File: src/rtl/interrupt_controller.sv
// Edge-triggered, maskable, fixed-priority interrupt controller with a req/ack/done CPU handshake.
// Line 0 has the highest priority. Only one interrupt is in service at a time.
module interrupt_controller #(
  parameter int               N_IRQ      = 8,
  parameter int               VEC_W      = 3,
  parameter logic [N_IRQ-1:0] MASK_RESET = 8'hFF
) (
  input  logic             clk,
  input  logic             reset,
  input  logic [N_IRQ-1:0] irq_in,
  input  logic             mask_we,
  input  logic [N_IRQ-1:0] mask_in,
  input  logic             int_ack,
  input  logic             int_done,
  output logic             int_req,
  output logic [VEC_W-1:0] int_vector,
  output logic             in_service,
  output logic [N_IRQ-1:0] pending,
  output logic [N_IRQ-1:0] mask
);

  typedef enum logic [1:0] {
    IDLE    = 2'd0,
    REQUEST = 2'd1,
    SERVICE = 2'd2
  } state_t;

  state_t             r_state;
  state_t             w_state_nxt;
  logic [N_IRQ-1:0]   r_irq_prev;
  logic [N_IRQ-1:0]   r_pending;
  logic [N_IRQ-1:0]   r_mask;
  logic [VEC_W-1:0]   r_vector;
  logic               r_int_req;
  logic               r_in_service;

  logic [N_IRQ-1:0]   w_rise;
  logic [N_IRQ-1:0]   w_eligible;
  logic [N_IRQ-1:0]   w_clr;
  logic [VEC_W-1:0]   w_sel;
  logic               w_ack_fire;
  logic               w_load_vec;

  function automatic logic [VEC_W-1:0] sel_lowest(input logic [N_IRQ-1:0] v);
    sel_lowest = '0;
    for (int i = N_IRQ - 1; i >= 0; i--) begin
      if (v[i]) sel_lowest = VEC_W'(i);
    end
  endfunction

  assign w_rise     = irq_in & ~r_irq_prev;
  assign w_eligible = r_pending & r_mask;
  assign w_sel      = sel_lowest(w_eligible);
  assign w_ack_fire = (r_state == REQUEST) && int_ack;
  assign w_clr      = w_ack_fire ? ({{(N_IRQ-1){1'b0}}, 1'b1} << r_vector) : '0;

  always_comb begin
    w_state_nxt = r_state;
    w_load_vec  = 1'b0;
    case (r_state)
      IDLE: begin
        if (w_eligible != '0) begin
          w_state_nxt = REQUEST;
          w_load_vec  = 1'b1;
        end
      end
      REQUEST: begin
        if (int_ack) w_state_nxt = SERVICE;
      end
      SERVICE: begin
        if (int_done) w_state_nxt = IDLE;
      end
      default: w_state_nxt = IDLE;
    endcase
  end

  // Edge history is loaded during reset so lines already high at release raise no event.
  always_ff @(posedge clk) begin
    if (!reset) begin
      r_state      <= IDLE;
      r_irq_prev   <= irq_in;
      r_pending    <= '0;
      r_mask       <= MASK_RESET;
      r_vector     <= '0;
      r_int_req    <= 1'b0;
      r_in_service <= 1'b0;
    end else begin
      r_state      <= w_state_nxt;
      r_irq_prev   <= irq_in;
      // A new edge on the line being acknowledged wins over the clear.
      r_pending    <= (r_pending & ~w_clr) | w_rise;
      if (mask_we) r_mask <= mask_in;
      if (w_load_vec) r_vector <= w_sel;
      r_int_req    <= (w_state_nxt == REQUEST);
      r_in_service <= (w_state_nxt == SERVICE);
    end
  end

  assign int_req    = r_int_req;
  assign int_vector = r_vector;
  assign in_service = r_in_service;
  assign pending    = r_pending;
  assign mask       = r_mask;

endmodule

File: config.mk
export PLATFORM = sky130hd
export DESIGN_NAME = interrupt_controller
export DESIGN_NICKNAME = d
export VERILOG_FILES = /design/src/rtl/interrupt_controller.sv
export SDC_FILE = /design/constraint.sdc
export NUM_CORES = 1
export LEC_CHECK = 0
export ABC_AREA = 1
export CAP_MARGIN = 20
export CORE_MARGIN = 5
export CORE_UTILIZATION = 35
export CTS_CLUSTER_SIZE = 14
export DETAILED_ROUTE_END_ITERATION = 6
export DONT_BUFFER_PORTS = 1
export HOLD_SLACK_MARGIN = 0.12
export RECOVER_POWER = 100
export SYNTH_ARGS = -nofsm -noshare
export SYNTH_HDL_FRONTEND = slang
export SYNTH_SLANG_ARGS = --single-unit
File: constraint.sdc
create_clock -name clk -period 1.1 [get_ports clk]
set_clock_uncertainty 0.2 [all_clocks]
set_input_delay 0.165 -clock clk [delete_from_list [all_inputs] [get_ports clk]]
set_output_delay 0.165 -clock clk [all_outputs]
set_load 0.005 [all_outputs]
## Yosys cells after proc, flatten, opt, wreduce, memory -nomap -nowiden

Cells that the tools add are included.

- Add/sub/neg operators: 0
- $mul: 0
- Divide/modulo/power cells: 0
- $lt $le $gt $ge: 0
- Equal/unequal tests: 4
- Shifts and indexed selects: 1
- Muxes and demuxes: 15
- Bitwise operators: 6
- Reductions and logical operators: 3

Operators by type and width:

| cell | count |
|---|---|
| $and 8x8->8 | 3 |
| $mux 3 | 8 |
| $not 8->8 | 2 |
| $mux 8 | 1 |
| $or 8x8->8 | 1 |
| $reduce_bool 8->1 | 1 |
| $shl 1x3->8 const A | 1 |
| $mux 2 | 3 |
| $pmux 2 s3 | 1 |
| $eq 2x1->1 const B | 2 |
| $eq 2x2->1 const B | 2 |
| $logic_not 2->1 | 1 |
| $mux 1 | 2 |
| $logic_and 1x1->1 | 1 |

- Flip-flop bits (word level): 31
- Bits in latches: 0
- Memory bits (writable): 0
- Bits in read-only memories: 0
- Bits of input ports: 21
- Output and inout port bits: 21
- Word-level logic and storage cells: 36
- Memories: 0

## Depth between registers and ports, before layout

Gate-level depths: netlist of the first run.

- Depth in word-level cells: 9
- Mapped depth: 10
- Depth with buffers taken out: 10

## Worst setup path after synthesis of the first run

Ideal clock, no wire load.

- Path type: register to register
- From: register r_pending[4] (netlist: pending[4])
- To: register r_vector[1] (netlist: int_vector[1])
- Arrival: 0.884 ns
- Required time: 0.785 ns
- Path slack: -0.099 ns
- Stages on the path, launching flop included: 7
- Period minus slack after synthesis: 1.199 ns
- Cells stage by stage: dfxtp_1 nand2_1 nand2_2 nor2_2 a21oi_4 o21a_1 nor2_1

- Word-level cells in the longest chain between the ends: 6

RTL lines:

| what | RTL line | RTL |
|---|---|---|
| from (decl) | 31 | `logic [N_IRQ-1:0] r_pending;` |
| from (signal assigned) | 91 | `r_pending <= (r_pending & ~w_clr) \| w_rise;` |
| $and 8x8->8 * | 52 | `assign w_eligible = r_pending & r_mask;` |
| $mux 3 (5 in a row) | 47 | `if (v[i]) sel_lowest = VEC_W'(i);` |
| to (signal assigned) | 93 | `if (w_load_vec) r_vector <= w_sel;` |
| to (decl) | 33 | `logic [VEC_W-1:0] r_vector;` |

Mark *: on every way between the ends. The rest lies on a longest branch, timed or not.
A chain may end at the register's enable or synchronous reset.

## Worst setup path in the final report of the first run

- From: register r_pending[2] (netlist: pending[2])
- To: register r_vector[1] (netlist: int_vector[1])

- Word-level cells in the longest chain between the ends: 4

RTL lines:

| what | RTL line |
|---|---|
| $and 8x8->8 * | 52 |
| $reduce_bool 8->1 / $mux 3 (equally long branches) | 62, 47 |
| $mux 1 / $mux 3 (equally long branches) | 62, 47 |
| $mux 1 / $mux 3 (equally long branches) | 60, 47 |

Marks and branches as above.

==> impl_metrics.tcl, run 1 <==
set metrics [dict create \
    drt-wirelength-per-cell_um 14.02 \
    fmax_mhz 775.5 \
    placed_cells 211 \
    first_iter_violations 20 \
    ys.warnings.count 0 \
    power.leakage_nw 0.8740 \
    tightest_slew_ns 0.4002 \
    pre_cts_ws_ns -0.1688 \
    critPathMaxStageDelay_ns 0.36 \
    io_buffer_count 0 \
    max-clock-path-buffers 2 \
    netlist_area_um2 1137 \
    multi_input_comb_area_um2 544.3 \
    ir_worst_vdd_mv 0.8796 \
    grt_setup_unrepaired "yes" \
    cts.hold.buffers_added 9 \
    synth_enable_flop_cells 0 \
    hpwl_um 2227 \
    grt_start_max_net_pins 14 \
    setup-tns-final_ns -3.803 \
    cts_inserted_buffers 5 \
    drt_first_pass_iters 4 \
    maxCapViolations 0 \
    synth_cells 142 \
    antenna_left 0 \
    cp-startpoint "pending[2]" \
    post_layout_nonfiller_instances 246 \
    worst_r2r_startpoint "pending[2]" \
    worstSetupStartpointType "flip-flop" \
    clockRootBuffer "clkbuf_4" \
    cp_most_frequent_cell "nand2_2" \
    crit_path_top_delay_cell "dfxtp_2" \
    required_ns 1.13 \
    failed_checks "hold timing, setup timing" \
    min_period_over_period 1.172 \
    synthDominantCellAreaShare 0.5457 \
    yosysMostFrequentCell "nand2_1" \
    worst_hold_path_type "in2reg" \
    synth_top_cell_by_area "dfxtp_1" \
    synth.net_count 163 \
    gp_congestion 0.7651 \
    drive_gt1_frac 0.5099 \
    initial_core_util 0.3695 \
    postSynth.topFlopCell "dfxtp_1" \
    worst_path_cell_trace "nand2_2 > nand2_2 > nor2_4 > a21oi_4 > o21a_1 > nor2_1" \
    layout.filler_cells 270 \
    vias_in_the_first_global_route 1216 \
    ys_top_cells_by_count "nand2_1 (44), dfxtp_1 (31), inv_1 (16)" \
    clock_latency_ns 0.33 \
    cts_sinks 31 \
    fin_hold_ws_ns -0.2783 \
    synth.avg_cell_area_um2 8.009 \
    final-hold-violation-count 23 \
    final.setup.worst_slack_ns -0.1895 \
    synth.top_cells.by_area "dfxtp_1 (55%), nand2_1 (15%), inv_1 (5.3%), o31ai_1 (5.3%), a21oi_1 (4.8%)" \
    yosysSeqAreaShare 0.5457 \
    finalCriticalPeriod_ns 1.289 \
    timing.hold.worst.start "reset" \
    cts_tree "yes" \
    critical_path.endpoint_type "flip-flop" \
    drt_drc_violations_left 0 \
    synth.ff_latch_count 31 \
    chipWidth_um 67.01 \
    setup.worst_path.class "reg2reg" \
    worst_setup_hold_path_clk_slew_ns 0.09 \
    row_count 20 \
    timing.critical_path.arrival_ns 1.32 \
    finish.net_count 222 \
    power_density_nw_per_um2 1434 \
    flow.area_growth_from_synthesis_pct 66.89 \
    postRouteWirelength_um 3450 \
    avgViaCountPerCell 4.654 \
    power.total_mw 2.722 \
    routed-via-count 1145 \
    antenna_cells 0 \
    number_of_distinct_library_cells_after_synthesis 18 \
    number_of_antenna_violations_at_the_first_check_in_global_routing 0 \
    crit_family "compound AO/OA/AOI/OAI gates" \
    crit_fanout 6 \
    seqCellArea_um2 648.1 \
    critical_path_buf_inv_count 0 \
    postSynth.asyncResetShare 0 \
    timing.final.max_slew_violations 0 \
    grt_remaining_overflow 0 \
    dieHeight_um 67.01 \
    grt_pass1_wl_um 5382 \
    floorplan.io_pins 42 \
    dieArea_um2 4490 \
    status "finished with violations" \
    core_um2 3078 \
    htree_num_levels 2 \
    max_slew_headroom_at_the_worst_pin 0.7329 \
    setup_viol 34 \
    grtUsageTotal 0.1647 \
]
placed cells by master (no fill, tap or decap):
cell | Yosys | routed
a21oi_1 | 11 | 11
a21oi_4 | 1 | 1
a31oi_1 | 1 | 1
buf_4 | 0 | 13
buf_6 | 0 | 31
clkbuf_1 | 1 | 3
clkbuf_4 | 0 | 5
clkinv_2 | 0 | 1
dfxtp_1 | 31 | 11
dfxtp_2 | 0 | 19
dfxtp_4 | 0 | 1
dlygate4sd3_1 | 0 | 9
inv_1 | 16 | 13
inv_2 | 0 | 3
nand2_1 | 44 | 30
nand2_2 | 4 | 17
nand2_4 | 0 | 2
nand3_1 | 8 | 8
nand3b_1 | 1 | 1
nor2_1 | 7 | 5
nor2_2 | 2 | 1
nor2_4 | 0 | 3
nor3_2 | 0 | 1
o21a_1 | 1 | 1
o21ai_1 | 2 | 2
o22ai_1 | 1 | 1
o31ai_1 | 8 | 3
o31ai_2 | 0 | 5
final timing paths:
kind              slack, ns  cells past startpoint             to
hold / removal        -0.28                      1        mask[7]
hold reg to reg        0.29                      3     pending[3]
setup / recovery      -0.19                      6  int_vector[1]
setup reg to reg      -0.19                      6  int_vector[1]
sequential cells by signal, summed over array words and instances, names as in the netlist:
register,flops
int_req,1
int_vector,3
pending,8
mask,8
in_service,1
r_state,2
r_irq_prev,8
per-stage QoR:
step | util | instance area (um^2)
after floorplan | - | 1147
after global placement | 0.4545 | 1399
after detailed placement | 0.4545 | 1399
after CTS | 0.5728 | 1763
after global routing | 0.6167 | 1898
final | 0.6167 | 1898
what timing repair did:
item	in CTS	in global routing
hold endpoints to repair	31	23
pin swaps	11	13
resized for setup	54	22
setup endpoints to repair	34	34
cloned	1	0
setup buffers	7	10
metal layers:
layer,share of wire,GRT usage,wire length (um)
met1,0.37,0.1656,1292
met2,0.54,0.2957,1880
met3,0.071,0.05565,246
met4,0.0090,0.08608,31
met5,0,0,0
worst reg2reg max path, stage by stage (launching register included):
cell and delay [ns]:
dfxtp_2 0.36, nand2_2 0.07, nand2_2 0.10, nor2_4 0.05, a21oi_4 0.23, o21a_1 0.16, nor2_1 0.03
cell families (layout without fill, tap and decap cells):
kind of cell           count (synthesis)  in the layout  synth area share
and+or+nand+nor                       67             68            0.2475
buffers and inverters                 19             78           0.06491
DFF                                   31             31            0.5457
AOI/OAI and AO/OA                     25             25            0.1419
report_power, final:
part	leakage [nW]	switching (mW)	internal, mW	total (mW)
registers	0.260	0.0768	1.24	1.31
clock network	0.0293	0.371	0.249	0.619
logic	0.584	0.365	0.424	0.789
total	0.874	0.812	1.91	2.72
layout make-up:
class	instances	share of cell area
sequential	31	0.3415
multi-input combinational	93	0.2868
timing repair buffer	54	0.2848
inverter	16	0.03164
tap	44	0.02900
clock buffer	7	0.02373
clock inverter	1	0.002637
No activity file was read; power rests on OpenSTA's default activity.
==> run 2: changes to the inputs <==
==> constraint.sdc (replaced) <==
create_clock -name clk -period 1.1 [get_ports clk]
set_clock_uncertainty 0.2 [all_clocks]
set_input_delay 0.22 -clock clk [delete_from_list [all_inputs] [get_ports clk]]
set_output_delay 0.22 -clock clk [all_outputs]
set_load 0.005 [all_outputs]
==> run 2 against run 1 <==
  * The flow still finishes with violations (hold timing, setup timing)
  * Worst hold slack gained 0.042 ns
  * Register-to-register slack lost 0.02 ns
  * Clock power grew 1%
  * Setup slack lost 0.045 ns
  * Highest routed layer unchanged
  * Fmax shrank 3.4%
==> impl_metrics.tcl, run 2 (same netlist as run 1, synthesis figures left out) <==
set metrics [dict create \
    met2WireLength_um 1939 \
    layout_commonest_cell "nand2_1" \
    drt_drc_violations_left 0 \
    grt_remaining_overflow 0 \
    power_density_nw_per_um2 1440 \
    clkPwrFrac 0.223 \
    net-switching-power_uw 883.2 \
    hpwl_um 2227 \
    clock_latency_ns 0.34 \
    setup_viol 34 \
    routed-via-count 1184 \
    p_int_mw 1.929 \
    grt_start_max_net_pins 14 \
    cts_inserted_buffers 5 \
    cts.hold.buffers_added 10 \
    drt-wirelength-per-cell_um 14.82 \
    chipWidth_um 67.01 \
    min_period_over_period 1.213 \
    antenna_cells 0 \
    initial_core_util 0.3695 \
    switching_share 0.3140 \
    cts_tree "yes" \
    finish.net_count 220 \
    power.combinational.fraction 0.310 \
    max_slew_headroom_at_the_worst_pin 0.7021 \
    final-hold-violation-count 10 \
    dieHeight_um 67.01 \
    pre_cts_ws_ns -0.1688 \
    cts_sinks 31 \
    flow.area_growth_from_synthesis_pct 71.73 \
    crit_fanout 2 \
    failed_checks "hold timing, setup timing" \
    drt_first_pass_iters 4 \
    grtUsageTotal 0.1655 \
    vias_in_the_first_global_route 1216 \
    setup.reg_to_reg.worst_slack_ns -0.21 \
    grt_setup_unrepaired "yes" \
    worst_setup_hold_path_clk_slew_ns 0.09 \
    core_um2 3078 \
    setup.worst_path.class "reg2out" \
    drive_gt1_frac 0.5550 \
    io_buffer_count 0 \
    required_ns 0.68 \
    maxCapViolations 0 \
    floorplan.io_pins 42 \
    tightest_slew_ns 0.4463 \
    postRouteWirelength_um 3615 \
    power.total_mw 2.812 \
    drt-met1-wl_um 1331 \
    final.setup.worst_slack_ns -0.2342 \
    dieArea_um2 4490 \
    status "finished with violations" \
    number_of_antenna_violations_at_the_first_check_in_global_routing 0 \
    fin_hold_ws_ns -0.2361 \
    antenna_left 0 \
    routed.top_layer "met4" \
    clockRootBuffer "clkbuf_4" \
    gp_congestion 0.7651 \
    setup-tns-final_ns -5.225 \
    timing.final.max_slew_violations 0 \
    layout.cells.most_common_list "nand2_1 (29), buf_6 (28), dfxtp_2 (21), nand2_2 (15), buf_4 (14)" \
    fmax_mhz 749.5 \
    power.leakage_nw 0.8956 \
    grt_pass1_wl_um 5416 \
    ir_worst_vdd_mv 0.9020 \
    avgViaCountPerCell 4.852 \
    met3WireLength_um 254 \
    row_count 20 \
    htree_num_levels 2 \
    max-clock-path-buffers 2 \
    worst_hold_path_type "in2reg" \
    worstSetupStartpointType "flip-flop" \
    timing.critical_path.arrival_ns 0.91 \
    first_iter_violations 21 \
    finalCriticalPeriod_ns 1.334 \
    critical_path.endpoint_type "output port" \
    power.sequential.fraction 0.467 \
]
## run 2: power by group through the flow
stage | combinational, mW | clock [mW] | sequential [mW]
2_1_floorplan | 0.253 | 0 | 1.32
3_3_place_gp | 0.479 | 0 | 1.31
3_5_place_dp | 0.489 | 0 | 1.31
4_1_cts | 0.721 | 0.640 | 1.31
5_1_grt | 0.944 | 0.716 | 1.33
6_report | 0.871 | 0.628 | 1.31
## run 2: layout make-up
cell class,count,area [um^2]
Sequential cell,31,650.6
Tap cell,44,55.05
Clock inverter,1,5.005
Clock buffer,7,45.04
Inverter,16,62.56
Timing Repair Buffer,52,523.0
Fill cell,259,1125
Multi-Input combinational cell,93,611.8
## run 2: worst max-delay path, cell delays in order (launching register included)
cell and delay, ns:
dfxtp_4 0.36, buf_6 0.11, buf_6 0.10
## run 2: through the flow
stage            util  instances  area, um^2
2_1_floorplan       -        142        1147
3_3_place_gp   0.4545        211        1399
3_5_place_dp   0.4545        211        1399
4_1_cts        0.5821        237        1792
5_1_grt        0.6346        244        1953
6_report       0.6346        244        1953
## run 2: worst paths after layout
path	depth (start not counted)	startpoint	to
max reg2reg	6	mask[0]	int_vector[1]
max	2	int_vector[1]	int_vector[1]
min	1	reset	mask[7]
min reg2reg	3	r_irq_prev[3]	pending[3]
## run 2: layer usage
metal	vias up	GRT usage
met5	-	0
met4	0	0.08608
met3	10	0.05396
met2	35	0.2969
met1	564	0.1679
li1	575	-
## run 2: what timing repair did
| item | in CTS | in global routing |
|---|---|---|
| cloned | 1 | 0 |
| endpoints found under the setup margin | 36 | 36 |
| endpoints found under the hold margin | 31 | 23 |
| gates resized for setup | 62 | 27 |
| pin swaps | 14 | 18 |
| buffers inserted | 7 | 7 |
